## src/rtl/traffic_pkg.sv

```systemverilog
// Shared traffic-light definitions: phase encoding used by the timer and the sequencer,
// default phase durations, and a helper to size tick counters.
package traffic_pkg;

  localparam logic [1:0] RED       = 2'd0;
  localparam logic [1:0] RED_AMBER = 2'd1;
  localparam logic [1:0] GREEN     = 2'd2;
  localparam logic [1:0] AMBER     = 2'd3;

  localparam int unsigned DEF_T_RED       = 8;
  localparam int unsigned DEF_T_RED_AMBER = 2;
  localparam int unsigned DEF_T_GREEN_MIN = 4;
  localparam int unsigned DEF_T_GREEN_MAX = 16;
  localparam int unsigned DEF_T_AMBER     = 3;

  function automatic int unsigned max4(input int unsigned a, input int unsigned b,
                                       input int unsigned c, input int unsigned d);
    int unsigned m;
    m = a;
    if (b > m) m = b;
    if (c > m) m = c;
    if (d > m) m = d;
    return m;
  endfunction

endpackage

```

## src/rtl/sync_edge.sv

```systemverilog
// Two-flop synchronizer for an asynchronous level input, followed by a rising-edge detector.
module sync_edge (
  input  logic clk,
  input  logic rst_n,
  input  logic din,
  output logic rise
);

  logic [1:0] sync_q;
  logic       prev_q;

  always_ff @(posedge clk or negedge rst_n) begin
    if (!rst_n) begin
      sync_q <= 2'b00;
      prev_q <= 1'b0;
    end else begin
      sync_q <= {sync_q[0], din};
      prev_q <= sync_q[1];
    end
  end

  assign rise = sync_q[1] & ~prev_q;

endmodule

```

## src/rtl/traffic_phase_timer.sv

```systemverilog
// Phase timer for the traffic light sequencer: holds each lamp phase for a programmed number
// of prescaler ticks, pulses step on every phase change and serves pedestrian requests.
module traffic_phase_timer
  import traffic_pkg::*;
#(
  parameter int unsigned T_RED       = DEF_T_RED,
  parameter int unsigned T_RED_AMBER = DEF_T_RED_AMBER,
  parameter int unsigned T_GREEN_MIN = DEF_T_GREEN_MIN,
  parameter int unsigned T_GREEN_MAX = DEF_T_GREEN_MAX,
  parameter int unsigned T_AMBER     = DEF_T_AMBER,
  parameter int unsigned CNT_W       = $clog2(max4(T_RED, T_RED_AMBER, T_GREEN_MAX, T_AMBER) + 1)
) (
  input  logic             clk,
  input  logic             rst_n,
  input  logic             tick,
  input  logic             ped_req,
  output logic             step,
  output logic [1:0]       phase,
  output logic [CNT_W-1:0] remaining,
  output logic             ped_wait,
  output logic             ped_walk
);

  if (T_RED < 1 || T_RED_AMBER < 1 || T_GREEN_MIN < 1 || T_GREEN_MAX < 1 || T_AMBER < 1 ||
      T_GREEN_MIN > T_GREEN_MAX) begin : g_bad_params
    $error("traffic_phase_timer: illegal phase durations");
  end

  localparam logic [CNT_W-1:0] DUR_RED       = CNT_W'(T_RED);
  localparam logic [CNT_W-1:0] DUR_RED_AMBER = CNT_W'(T_RED_AMBER);
  localparam logic [CNT_W-1:0] DUR_GREEN_MIN = CNT_W'(T_GREEN_MIN);
  localparam logic [CNT_W-1:0] DUR_GREEN_MAX = CNT_W'(T_GREEN_MAX);
  localparam logic [CNT_W-1:0] DUR_AMBER     = CNT_W'(T_AMBER);

  // Reset release is synchronized; counting starts once run goes high.
  logic [1:0] rst_sync_q;
  logic       run;

  always_ff @(posedge clk or negedge rst_n) begin
    if (!rst_n) rst_sync_q <= 2'b00;
    else        rst_sync_q <= {rst_sync_q[0], 1'b1};
  end

  assign run = rst_sync_q[1];

  logic ped_rise;

  sync_edge u_ped_sync (
    .clk   (clk),
    .rst_n (rst_n),
    .din   (ped_req),
    .rise  (ped_rise)
  );

  logic [1:0]       phase_q, phase_d;
  logic [CNT_W-1:0] elapsed_q, elapsed_d, elapsed_inc, dur;
  logic             expire, step_q;
  logic             wait_q, wait_d, walk_q, walk_d;

  always_comb begin
    dur = DUR_RED;
    unique case (phase_q)
      RED:       dur = DUR_RED;
      RED_AMBER: dur = DUR_RED_AMBER;
      GREEN:     dur = DUR_GREEN_MAX;
      AMBER:     dur = DUR_AMBER;
      default:   dur = DUR_RED;
    endcase
  end

  assign elapsed_inc = elapsed_q + CNT_W'(1);

  always_comb begin
    expire    = 1'b0;
    phase_d   = phase_q;
    elapsed_d = elapsed_q;
    if (run && tick) begin
      elapsed_d = elapsed_inc;
      if (elapsed_inc == dur) begin
        expire = 1'b1;
      end else if (phase_q == GREEN && wait_q && elapsed_inc >= DUR_GREEN_MIN) begin
        expire = 1'b1;
      end
    end
    if (expire) begin
      phase_d   = phase_q + 2'd1;  // encoding order is the cyclic phase order
      elapsed_d = '0;
    end
  end

  // A request edge on the RED-entry cycle is folded straight into the walk grant.
  always_comb begin
    wait_d = wait_q;
    walk_d = walk_q;
    if (ped_rise && !walk_q) wait_d = 1'b1;
    if (expire && phase_q == RED) walk_d = 1'b0;
    if (expire && phase_q == AMBER && wait_d) begin
      walk_d = 1'b1;
      wait_d = 1'b0;
    end
  end

  always_ff @(posedge clk or negedge rst_n) begin
    if (!rst_n) begin
      phase_q   <= RED;
      elapsed_q <= '0;
      step_q    <= 1'b0;
      wait_q    <= 1'b0;
      walk_q    <= 1'b0;
    end else begin
      phase_q   <= phase_d;
      elapsed_q <= elapsed_d;
      step_q    <= expire;
      wait_q    <= wait_d;
      walk_q    <= walk_d;
    end
  end

  assign step      = step_q;
  assign phase     = phase_q;
  assign remaining = dur - elapsed_q;
  assign ped_wait  = wait_q;
  assign ped_walk  = walk_q;

endmodule

```

## config.mk

```make
export PLATFORM = sky130hd
export DESIGN_NAME = traffic_phase_timer
export DESIGN_NICKNAME = d
export VERILOG_FILES = /design/src/rtl/traffic_pkg.sv /design/src/rtl/sync_edge.sv /design/src/rtl/traffic_phase_timer.sv
export SDC_FILE = /design/constraint.sdc
export NUM_CORES = 1
export LEC_CHECK = 0
export CORE_MARGIN = 4
export CORE_UTILIZATION = 45
export CTS_CLUSTER_DIAMETER = 60
export CTS_CLUSTER_SIZE = 12
export DETAILED_ROUTE_END_ITERATION = 8
export GPL_ROUTABILITY_DRIVEN = 0
export HOLD_SLACK_MARGIN = 0.08
export PLACE_DENSITY = 0.67
export SLEW_MARGIN = 10
export SYNTH_ARGS = -nofsm -noshare
export SYNTH_HDL_FRONTEND = slang
export SYNTH_SLANG_ARGS = --single-unit
```

## constraint.sdc

```tcl
create_clock -name clk -period 2.65 [get_ports clk]
set_input_delay 0.265 -clock clk [delete_from_list [all_inputs] [get_ports clk]]
set_output_delay 0.265 -clock clk [all_outputs]
set_load 0.1 [all_outputs]
```

==> flow_summary_export.csv <==
group,metric,value,unit
final_layout,multi_input_area,691.9,um^2
setup_path,worstPathArrival,2.23,ns
routing,vias,727,
global_route,antenna_found_initial,0,
place,numPortBuffers,13,
synth,synth_top_cell_by_area,"dfrtp_1",
place,hpwl,1.619,mm
cts,cts_sinks,15,
synth,synth.area.top_cells,"dfrtp_1 36%, ha_1 14%, inv_1 3.2%, a21oi_1 2.9%, nand2_1 2.9%",
sta,max_freq,400.7,MHz
floorplan,die_area,3157,um^2
synth,async_reset_ff_share,100.0,%
status,status,"finished clean",
synth,syn_avg_cell_area,10.55,um^2
setup_path,critPathKind,"reg -> out",
final_layout,antenna_cells,0,
setup_path,endpoint_kind,"primary output",
synth,yosysMostFrequentCell,"dfrtp_1",
routing,drt_first_iter_violations,15,
cts,hold_buffers,0,
sta,setup_viol,0,
cts,clock_latency,0.29,ns
routing,first_pass_iters,4,
sta,worst_pin_slew,0.6410,ns
global_route,grt_util_all_layers,13.84,%
sta,fin_crit_sh,94.18,%
floorplan,pin_count,14,
routing,via_per_inst,5.193,
setup_path,critPathLaunchType,"flop",
final_layout,area_growth,27.55,%
final_layout,regArea,382.9,um^2
cts,htree_levels,1,
setup_path,critPathMaxFanout,6,
final_layout,final.fill_count,197,
cts,cts_tree,"done",
sta,rsz0062_at_grt,"no",
cts,path_clk_slew,0.10,ns
synth,yosysUniqueCellTypes,40,
cts,cts_made_buffers,3,
synth,synth-seq-cells,15,
synth,synth_nets,116,
synth,netlist_area,1045,um^2
global_route,grt_max_degree,16,
cts,root_buffer,"clkbuf_4",
global_route,globalRouteOverflowTotal,0,
final_layout,nNetsFinal,130,
sta,finalHoldViolations,0,
global_route,grt_pass1_vias,719,
global_route,grt_pass1_wl,3.387,mm
cts,clk_path_buf_depth,2,
floorplan,fp-row-count,17,
floorplan,initial_core_util,47.23,%
floorplan,core-area,2212,um^2
floorplan,die_x,56.19,um
synth,netlist_instances,99,
synth,synth_edf_count,0,
routing,drc,0,
synth,ys.warnings.count,0,
synth,synth_top_area_share,35.93,%
final_layout,drive_gt1_share,32.14,%
synth,yosysSeqAreaShare,35.93,%
synth,synth_common_cells,"15 x dfrtp_1, 12 x ha_1, 9 x inv_1",
synth,synth_ff_type,"dfrtp_1",
sta,period_needed,2.496,ns
sta,slew_violations,0,
flow_run,maxCapViolations,0,
hold_path,hold_class,"in -> async",
sta,skew,0.008835,ns
setup_path,critical_path_required,2.38,ns
routing,ant_nets,0,
floorplan,die_y,56.19,um
sta,tns,0,ns
routing,wl,1.982,mm
routing,wire_per_inst,14.16,um
sta,relSlewSlack,57.13,%
cell families after synthesis:
kind of cell	after synthesis	share of synthesized area, %
buffers and inverters	13	5.628
xor gates and xnor gates	8	9.223
other	1	0.3589
AOI/OAI and AO/OA	22	14.85
adders and majority gates	13	16.29
and+or+nand+nor	25	14.13
muxes	2	3.592
DFF	15	35.93
metrics by stage:
step | hold WS (ns) | cells | util, % | cell area, um^2 | setup slack (ns)
after floorplan | -0.03059 | 99 | - | 1130 | 0.02645
after global placement | 0.3351 | 136 | 58.54 | 1295 | 0.3630
after detailed placement | 0.3379 | 136 | 58.54 | 1295 | 0.2924
after CTS | 0.3616 | 140 | 59.90 | 1325 | 0.08161
after global routing | 0.3664 | 140 | 60.24 | 1333 | 0.06416
final | 0.3574 | 140 | 60.24 | 1333 | 0.1543
layer usage:
metal | wire length [um] | GRT usage [%] | up-vias
li1 | - | - | 361
met2 | 966 | 21.54 | 11
met3 | 67 | 3.248 | 3
met4 | 13 | 3.729 | 0
met5 | 0 | 0 | -
met1 | 934 | 19.19 | 352
cell usage in the layout (no fill, tap or decap), types with 2 or more instances in the layout:
master / netlist / routed
buf_4: 0 / 6
clkbuf_4: 0 / 3
buf_12: 0 / 4
dfrtp_4: 0 / 2
o22ai_1: 3 / 3
o21ai_0: 2 / 2
nand2_1: 8 / 8
nor2_1: 5 / 4
nand3_2: 2 / 2
nand2b_1: 2 / 2
ha_1: 12 / 10
inv_1: 9 / 8
clkdlybuf4s50_1: 0 / 3
xnor2_1: 3 / 2
xor2_4: 0 / 2
clkinvlp_4: 0 / 2
xnor2_4: 1 / 2
a21oi_1: 6 / 6
dfrtp_1: 15 / 13
area by class of cell:
cell class / count / share of cell area (%)
Clock inverter: 1 / 0.5634
Multi-Input combinational cell: 71 / 51.92
Inverter: 9 / 2.817
Timing Repair Buffer: 13 / 11.64
Sequential cell: 15 / 28.73
Tap cell: 28 / 2.629
Clock buffer: 3 / 1.690
registers in the layout (all words and copies together), names as in the netlist:
signal,cells
elapsed_q,5
ped_wait,1
ped_walk,1
phase,2
rst_sync_q,2
step,1
u_ped_sync.prev_q,1
u_ped_sync.sync_q,2
worst max-delay path, stage by stage, from the launching register on:
cell and delay (ns):
dfrtp_4 0.48, ha_1 0.15, inv_1 0.05, ha_1 0.20
fa_2 0.40, nor3b_2 0.20, nor2_2 0.09, xnor2_4 0.18
buf_12 0.19
worst paths after layout:
check,cells past startpoint,slack [ns],startpoint,to
max,8,0.15,phase[0],remaining[4]
min,1,0.36,rst_n,elapsed_q[1]
max reg2reg,7,0.29,phase[0],phase[1]
min reg2reg,0,0.36,rst_sync_q[0],rst_sync_q[1]
max in group asynchronous,1,1.82,rst_n,phase[0]
min in group clk,0,0.36,rst_sync_q[0],rst_sync_q[1]
timing repair:
item | 4_1_cts | 5_1_grt
setup buffers | 0 | 0
endpoints found under the hold margin | 0 | 0
setup endpoints to repair | 0 | 1
resized for setup | 0 | 2
Power is left out: the tool's default activity adds up to more than one toggle a clock period on the data nets, which glitch-free logic cannot reach.
